--- config.mk ---
export PLATFORM = sky130hd
export DESIGN_NAME = prog_watch
export DESIGN_NICKNAME = d
export VERILOG_FILES = /design/src/rtl/watch_pkg.sv /design/src/rtl/bcd_digit_counter.sv /design/src/rtl/prog_watch.sv
export SDC_FILE = /design/constraint.sdc
export NUM_CORES = 1
export LEC_CHECK = 0
export ABC_AREA = 1
export CORE_MARGIN = 5
export CORE_UTILIZATION = 45
export DETAILED_ROUTE_END_ITERATION = 6
export MAX_ROUTING_LAYER = met4
export PLACE_DENSITY_LB_ADDON = 0.25
export SYNTH_ARGS = -nofsm -noshare
export SYNTH_HDL_FRONTEND = slang
export SYNTH_SLANG_ARGS = --single-unit
--- constraint.sdc ---
create_clock -name clk -period 1.9 [get_ports clk]
set_clock_uncertainty 0.1 [all_clocks]
set_input_delay 0.475 -clock clk [delete_from_list [all_inputs] [get_ports clk]]
set_output_delay 0.475 -clock clk [all_outputs]
set_load 0.01 [all_outputs]
--- src/rtl/watch_pkg.sv ---
// Shared state enum, BCD digit type and wrap constants for prog_watch.
// The alarm-setting states exist only when PROG_WATCH_ALARM_EN is defined.
package watch_pkg;

  typedef enum logic [2:0] {
    ST_IDLE,
    ST_RUN,
    ST_PAUSE,
    ST_SET_HR,
    ST_SET_MIN
`ifdef PROG_WATCH_ALARM_EN
    , ST_SET_AL_HR
    , ST_SET_AL_MIN
`endif
  } state_t;

  typedef logic [3:0] bcd_t;

  localparam logic [7:0] MIN_WRAP  = 8'h59;
  localparam logic [7:0] HR24_WRAP = 8'h23;
  localparam logic [7:0] HR12_WRAP = 8'h12;

  // Two-digit BCD increment that jumps to wrap_to after reaching top.
  function automatic logic [7:0] bcd2_step(input logic [7:0] v, input logic [7:0] top,
                                           input logic [7:0] wrap_to);
    if (v == top) return wrap_to;
    if (v[3:0] == 4'd9) return {v[7:4] + 4'd1, 4'd0};
    return {v[7:4], v[3:0] + 4'd1};
  endfunction

  function automatic logic [7:0] hr_step(input logic [7:0] h, input logic mode24);
    return mode24 ? bcd2_step(h, HR24_WRAP, 8'h00) : bcd2_step(h, HR12_WRAP, 8'h01);
  endfunction

endpackage

--- src/rtl/bcd_digit_counter.sv ---
// Single BCD digit counting 0..MOD-1 with clear, load and carry-out.
module bcd_digit_counter #(
  parameter int         MOD     = 10,
  parameter logic [3:0] RST_VAL = 4'd0
) (
  input  logic       clk,
  input  logic       reset,
  input  logic       clear,
  input  logic       load,
  input  logic [3:0] load_val,
  input  logic       inc,
  output logic [3:0] value,
  output logic       carry
);

  assign carry = inc && (value == 4'(MOD - 1));

  always_ff @(posedge clk or negedge reset) begin
    if (!reset)     value <= RST_VAL;
    else if (clear) value <= '0;
    else if (load)  value <= load_val;
    else if (inc)   value <= carry ? 4'd0 : value + 4'd1;
  end

endmodule

--- src/rtl/prog_watch.sv ---
// Programmable BCD watch: run/pause/set FSM, minute prescaler, 12h/24h display.
// Alarm registers and alarm-setting states are compiled in by PROG_WATCH_ALARM_EN.
//   state         | meaning
//   ST_IDLE       | after reset, clock stopped
//   ST_RUN        | prescaler counting, minute ticks advance time
//   ST_PAUSE      | stopped, prescaler held
//   ST_SET_HR     | field_inc advances hour
//   ST_SET_MIN    | field_inc advances minute (no hour carry)
//   ST_SET_AL_HR  | field_inc advances alarm hour
//   ST_SET_AL_MIN | field_inc advances alarm minute
module prog_watch #(
  parameter int TICK_DIV = 60,
  parameter int MODE24   = 0
) (
  input  logic       clk,
  input  logic       reset,
  input  logic       start_resume,
  input  logic       stop,
  input  logic       set_time,
  input  logic       field_inc,
  input  logic       set_alarm,
  output logic [3:0] hr1,
  output logic [3:0] hr0,
  output logic [3:0] min1,
  output logic [3:0] min0,
  output logic       pm,
  output logic       daypass,
  output logic       running,
  output logic       alarm
);
  import watch_pkg::*;

  localparam int PW  = $clog2(TICK_DIV);
  localparam bit M24 = (MODE24 != 0);

  state_t        state, state_nxt;
  logic [PW-1:0] presc;
  logic          tick, in_set, min_step, hour_step, hr_wrap, hr_clr;
  logic          min0_c, min1_c, hr0_c, unused_hr1_c;
  logic [7:0]    cur_hr, cur_min;

  assign cur_hr    = {hr1, hr0};
  assign cur_min   = {min1, min0};
  assign tick      = (state == ST_RUN) && (presc == PW'(TICK_DIV - 1));
  assign min_step  = tick || (state == ST_SET_MIN && field_inc);
  assign hour_step = (tick && min1_c) || (state == ST_SET_HR && field_inc);
  assign hr_wrap   = (cur_hr == (M24 ? HR24_WRAP : HR12_WRAP));
  assign hr_clr    = hour_step && hr_wrap;

`ifdef PROG_WATCH_ALARM_EN
  assign in_set = state inside {ST_SET_HR, ST_SET_MIN, ST_SET_AL_HR, ST_SET_AL_MIN};
`else
  assign in_set = state inside {ST_SET_HR, ST_SET_MIN};
`endif

  bcd_digit_counter #(.MOD(10), .RST_VAL(4'd0)) u_min0 (
    .clk(clk), .reset(reset), .clear(1'b0), .load(1'b0), .load_val(4'd0),
    .inc(min_step), .value(min0), .carry(min0_c));

  bcd_digit_counter #(.MOD(6), .RST_VAL(4'd0)) u_min1 (
    .clk(clk), .reset(reset), .clear(1'b0), .load(1'b0), .load_val(4'd0),
    .inc(min0_c), .value(min1), .carry(min1_c));

  // 24h wraps 23 -> 00 by clearing; 12h wraps 12 -> 01 by loading the units digit.
  bcd_digit_counter #(.MOD(10), .RST_VAL(M24 ? 4'd0 : 4'd2)) u_hr0 (
    .clk(clk), .reset(reset), .clear(hr_clr && M24), .load(hr_clr && !M24), .load_val(4'd1),
    .inc(hour_step && !hr_wrap), .value(hr0), .carry(hr0_c));

  bcd_digit_counter #(.MOD(M24 ? 3 : 2), .RST_VAL(M24 ? 4'd0 : 4'd1)) u_hr1 (
    .clk(clk), .reset(reset), .clear(hr_clr), .load(1'b0), .load_val(4'd0),
    .inc(hr0_c), .value(hr1), .carry(unused_hr1_c));

  always_comb begin
    state_nxt = state;
    case (state)
      ST_IDLE, ST_PAUSE: begin
        if (start_resume && !stop) state_nxt = ST_RUN;
        else if (set_time)         state_nxt = ST_SET_HR;
`ifdef PROG_WATCH_ALARM_EN
        else if (set_alarm)        state_nxt = ST_SET_AL_HR;
`endif
      end
      ST_RUN:     if (stop)     state_nxt = ST_PAUSE;
      ST_SET_HR:  if (set_time) state_nxt = ST_SET_MIN;
      ST_SET_MIN: if (set_time) state_nxt = ST_PAUSE;
`ifdef PROG_WATCH_ALARM_EN
      ST_SET_AL_HR:  if (set_alarm) state_nxt = ST_SET_AL_MIN;
      ST_SET_AL_MIN: if (set_alarm) state_nxt = ST_PAUSE;
`endif
      default: state_nxt = ST_IDLE;
    endcase
  end

  always_ff @(posedge clk or negedge reset) begin
    if (!reset) begin
      state   <= ST_IDLE;
      presc   <= '0;
      running <= 1'b0;
      daypass <= 1'b0;
      pm      <= 1'b0;
    end else begin
      state   <= state_nxt;
      running <= (state_nxt == ST_RUN);
      if (in_set)               presc <= '0;
      else if (state == ST_RUN) presc <= tick ? '0 : presc + PW'(1);
      daypass <= tick && min1_c && (M24 ? hr_wrap : (pm && cur_hr == 8'h11));
      if (!M24 && hour_step && cur_hr == 8'h11) pm <= !pm;
    end
  end

`ifdef PROG_WATCH_ALARM_EN
  logic [7:0] al_hr, al_min, nxt_hr, nxt_min;
  logic       al_pm, nxt_pm;

  // Time the current tick is about to produce, so the alarm lines up with the display.
  always_comb begin
    nxt_min = bcd2_step(cur_min, MIN_WRAP, 8'h00);
    nxt_hr  = cur_hr;
    nxt_pm  = pm;
    if (cur_min == MIN_WRAP) begin
      nxt_hr = hr_step(cur_hr, M24);
      nxt_pm = pm ^ (!M24 && cur_hr == 8'h11);
    end
  end

  always_ff @(posedge clk or negedge reset) begin
    if (!reset) begin
      al_hr  <= M24 ? 8'h00 : 8'h12;
      al_min <= 8'h00;
      al_pm  <= 1'b0;
      alarm  <= 1'b0;
    end else begin
      alarm <= tick && ({nxt_hr, nxt_min, nxt_pm} == {al_hr, al_min, al_pm});
      if (state == ST_SET_AL_HR && field_inc) begin
        al_hr <= hr_step(al_hr, M24);
        if (!M24 && al_hr == 8'h11) al_pm <= !al_pm;
      end
      if (state == ST_SET_AL_MIN && field_inc) al_min <= bcd2_step(al_min, MIN_WRAP, 8'h00);
    end
  end
`else
  logic unused_set_alarm;
  assign unused_set_alarm = set_alarm;
  assign alarm = 1'b0;
`endif

endmodule

==> results_dict.tcl <==
set metrics [dict create \
    status "completed" \
    drt_pre_antenna_iters 4 \
    crit_required_ps 1320 \
    dieArea_um2 4920 \
    nets 257 \
    reg2regPathDepth 10 \
    io_buffers 24 \
    postSynthCellCount 195 \
    grt_antenna_before_repair 0 \
    clock_latency_ps 330 \
    tns_ps 0 \
    yosysWarnings 0 \
    drt-vias-per-instance 4.786 \
    hold_ws_ps 395.7 \
    synth.distinct_cells 31 \
    leakagePower_uw 0.001086 \
    worstReg2RegStart "u_hr1.value[0]" \
    rrSetupSlack_ps 160 \
    grt_usage_pct 14.62 \
    final_cell_area_um2 2085 \
    crit_arrival_ps 1270 \
    area_growth_pct 28.06 \
    finalCriticalPeriod_ps 1841 \
    rows 21 \
    start_util_pct 47.66 \
    drtIter0Drc 69 \
    max_stage_delay_ps 540 \
    vias 1364 \
    critPathKind "flip-flop to output port" \
    dieWidth_um 70.15 \
    grt-ovfl-total 0 \
    crit_slowest_cell "clkdlybuf4s50_1" \
    dpl.hpwl_um 2248 \
    syn-num-nets 212 \
    crit_family "buffers and inverters" \
    cts_tree "done" \
    maxCapViolCount 0 \
    antenna_cells 0 \
    total_power_uw 2281 \
    clock-root-buffer "clkbuf_4" \
    fmax_mhz 543.1 \
    path_buf_inv 1 \
    p_per_area_nw_per_um2 1094 \
    ios 27 \
    timing.rr.end "pm" \
    cp-end-kind "output port" \
    grt_pass1_wl_um 5906 \
    core-area_um2 3416 \
    fp.dieH_um 70.15 \
    cts_buffer_depth 2 \
    worst_hold_path_type "primary input to async pin" \
    totalWireLength_um 3165 \
    synth_sequential_area_ratio_pct 43.20 \
    routedWlPerCell_um 11.11 \
    instances_no_fill 285 \
    dp.cells 268 \
    hold_viol_final 0 \
    cts-buffers-inserted 3 \
    setup_violations 0 \
    peakVddDrop_uv 591.1 \
    start_kind "flip-flop" \
    syn_avg_cell_area_um2 8.348 \
    synth-seq-cells 28 \
    path_max_fanout 2 \
    crit_chain "clkdlybuf4s50_1" \
    cts_max_level 1 \
    dpl_cell_area_um2 1941 \
    drive_gt1_share_pct 16.74 \
    slew_viol_final 0 \
    clkSinkCount 28 \
    syn_area_um2 1628 \
    antenna_left 0 \
    cts.reportedPaths.clkPinSlew_ps 150 \
    finalCritPeriodShare_pct 96.92 \
    gp_congestion 0.8394 \
    grt_max_degree 29 \
    grt_pass1_vias 1340 \
    drc_errors 0 \
]
## cell usage in the layout, fill, tap and decap left out, types with 6 or more instances in the layout
cell             count
nor2_1              19
buf_4               18
dfrtp_1             23
nand2_1             35
nand3_1             10
clkdlybuf4s50_1     18
o21ai_0              9
o22ai_1              6
inv_1               34
ha_1                10
xor2_1               8
a21oi_1              6
## logic make-up (layout without fill, tap and decap cells)
| kind of cell | count (synthesis) | count (layout) | share of synthesized area, % |
|---|---|---|---|
| AOI/OAI and AO/OA | 24 | 24 | 8.301 |
| xor gates and xnor gates | 10 | 10 | 5.381 |
| adders and majority gates | 10 | 10 | 7.686 |
| buffers and inverters | 37 | 81 | 9.454 |
| DFF | 28 | 28 | 43.20 |
| other | 1 | 1 | 0.2304 |
| and+or+nand+nor | 85 | 85 | 25.75 |
## layer usage
metal | global-route usage, % | up-vias | wire length (um)
met1 | 19.98 | 630 | 1596
li1 | - | 706 | -
met3 | 2.296 | 4 | 105
met2 | 22.98 | 24 | 1439
met5 | - | - | 0
met4 | 3.191 | 0 | 24
## stage by stage
stage                     setup WS, ps  utilization (%)
final                            58.58            61.03
after detailed placement         36.16            56.81
after CTS                        3.173            60.04
after global placement           59.00            56.81
after floorplan                  215.6                -
after global routing            -10.52            61.03
## cell type report
cell class	instances	area, um^2
timing repair buffer	42	382.9
tap	46	57.56
sequential	28	706.9
inverter	35	131.4
fill	310	1331
clock buffer	4	26.28
multi-input combinational	130	779.5
## synth_stat cells (all sizes together)
library cell	instances	share of area (%)
conb	1	0.23
nor4	1	0.38
xnor2	2	1.1
inv	35	8.1
nand3b	3	1.6
dfstp	2	3.2
a21oi	6	1.8
o31ai	1	0.46
o22ai	6	2.3
buf	2	1.4
nand2	41	11
a32o	1	0.61
o21ai	10	3.1
ha	10	7.7
xor2	8	4.3
and3	1	0.46
dfrtp	26	40
nor2	21	5.5
nand4	3	2.1
nand3	10	3.1
nor3	5	1.8
## worst max-delay path by stage
stage | startpoint | end | slack [ps] | cells past startpoint
4_1_cts | u_min1.value[1] | min1[1] | 3 | 1
3_3_place_gp | field_inc | u_hr1.value[1] | 60 | 8
6_report | u_min0.value[2] | min0[2] | 60 | 1
5_1_grt | u_min0.value[2] | min0[2] | -10 | 1
3_5_place_dp | field_inc | u_hr1.value[2] | 40 | 8
2_1_floorplan | u_hr1.value[0] | pm | 220 | 8
## sequential cells by signal, indices dropped and copies added, names as in the netlist
name and flops:
presc 6, running 1, daypass 1, state 3, u_min1.value 4, u_hr1.value 4, u_min0.value 4, pm 1
u_hr0.value 4
## power by group
part | switching, uW | total (uW) | internal [uW]
logic | 596 | 1130 | 536
registers | 125 | 894 | 769
clock network | 172 | 254 | 82.3
total | 893 | 2280 | 1390
## repair_timing
action,CTS,global route
setup endpoints to repair,11,9
buffers inserted,11,2
pin swaps,0,1
hold buffers,0,0
endpoints found under the hold margin,0,0
gates resized for setup,5,6
gates cloned,0,0
Note: power is estimated with default switching activity, not from simulation.
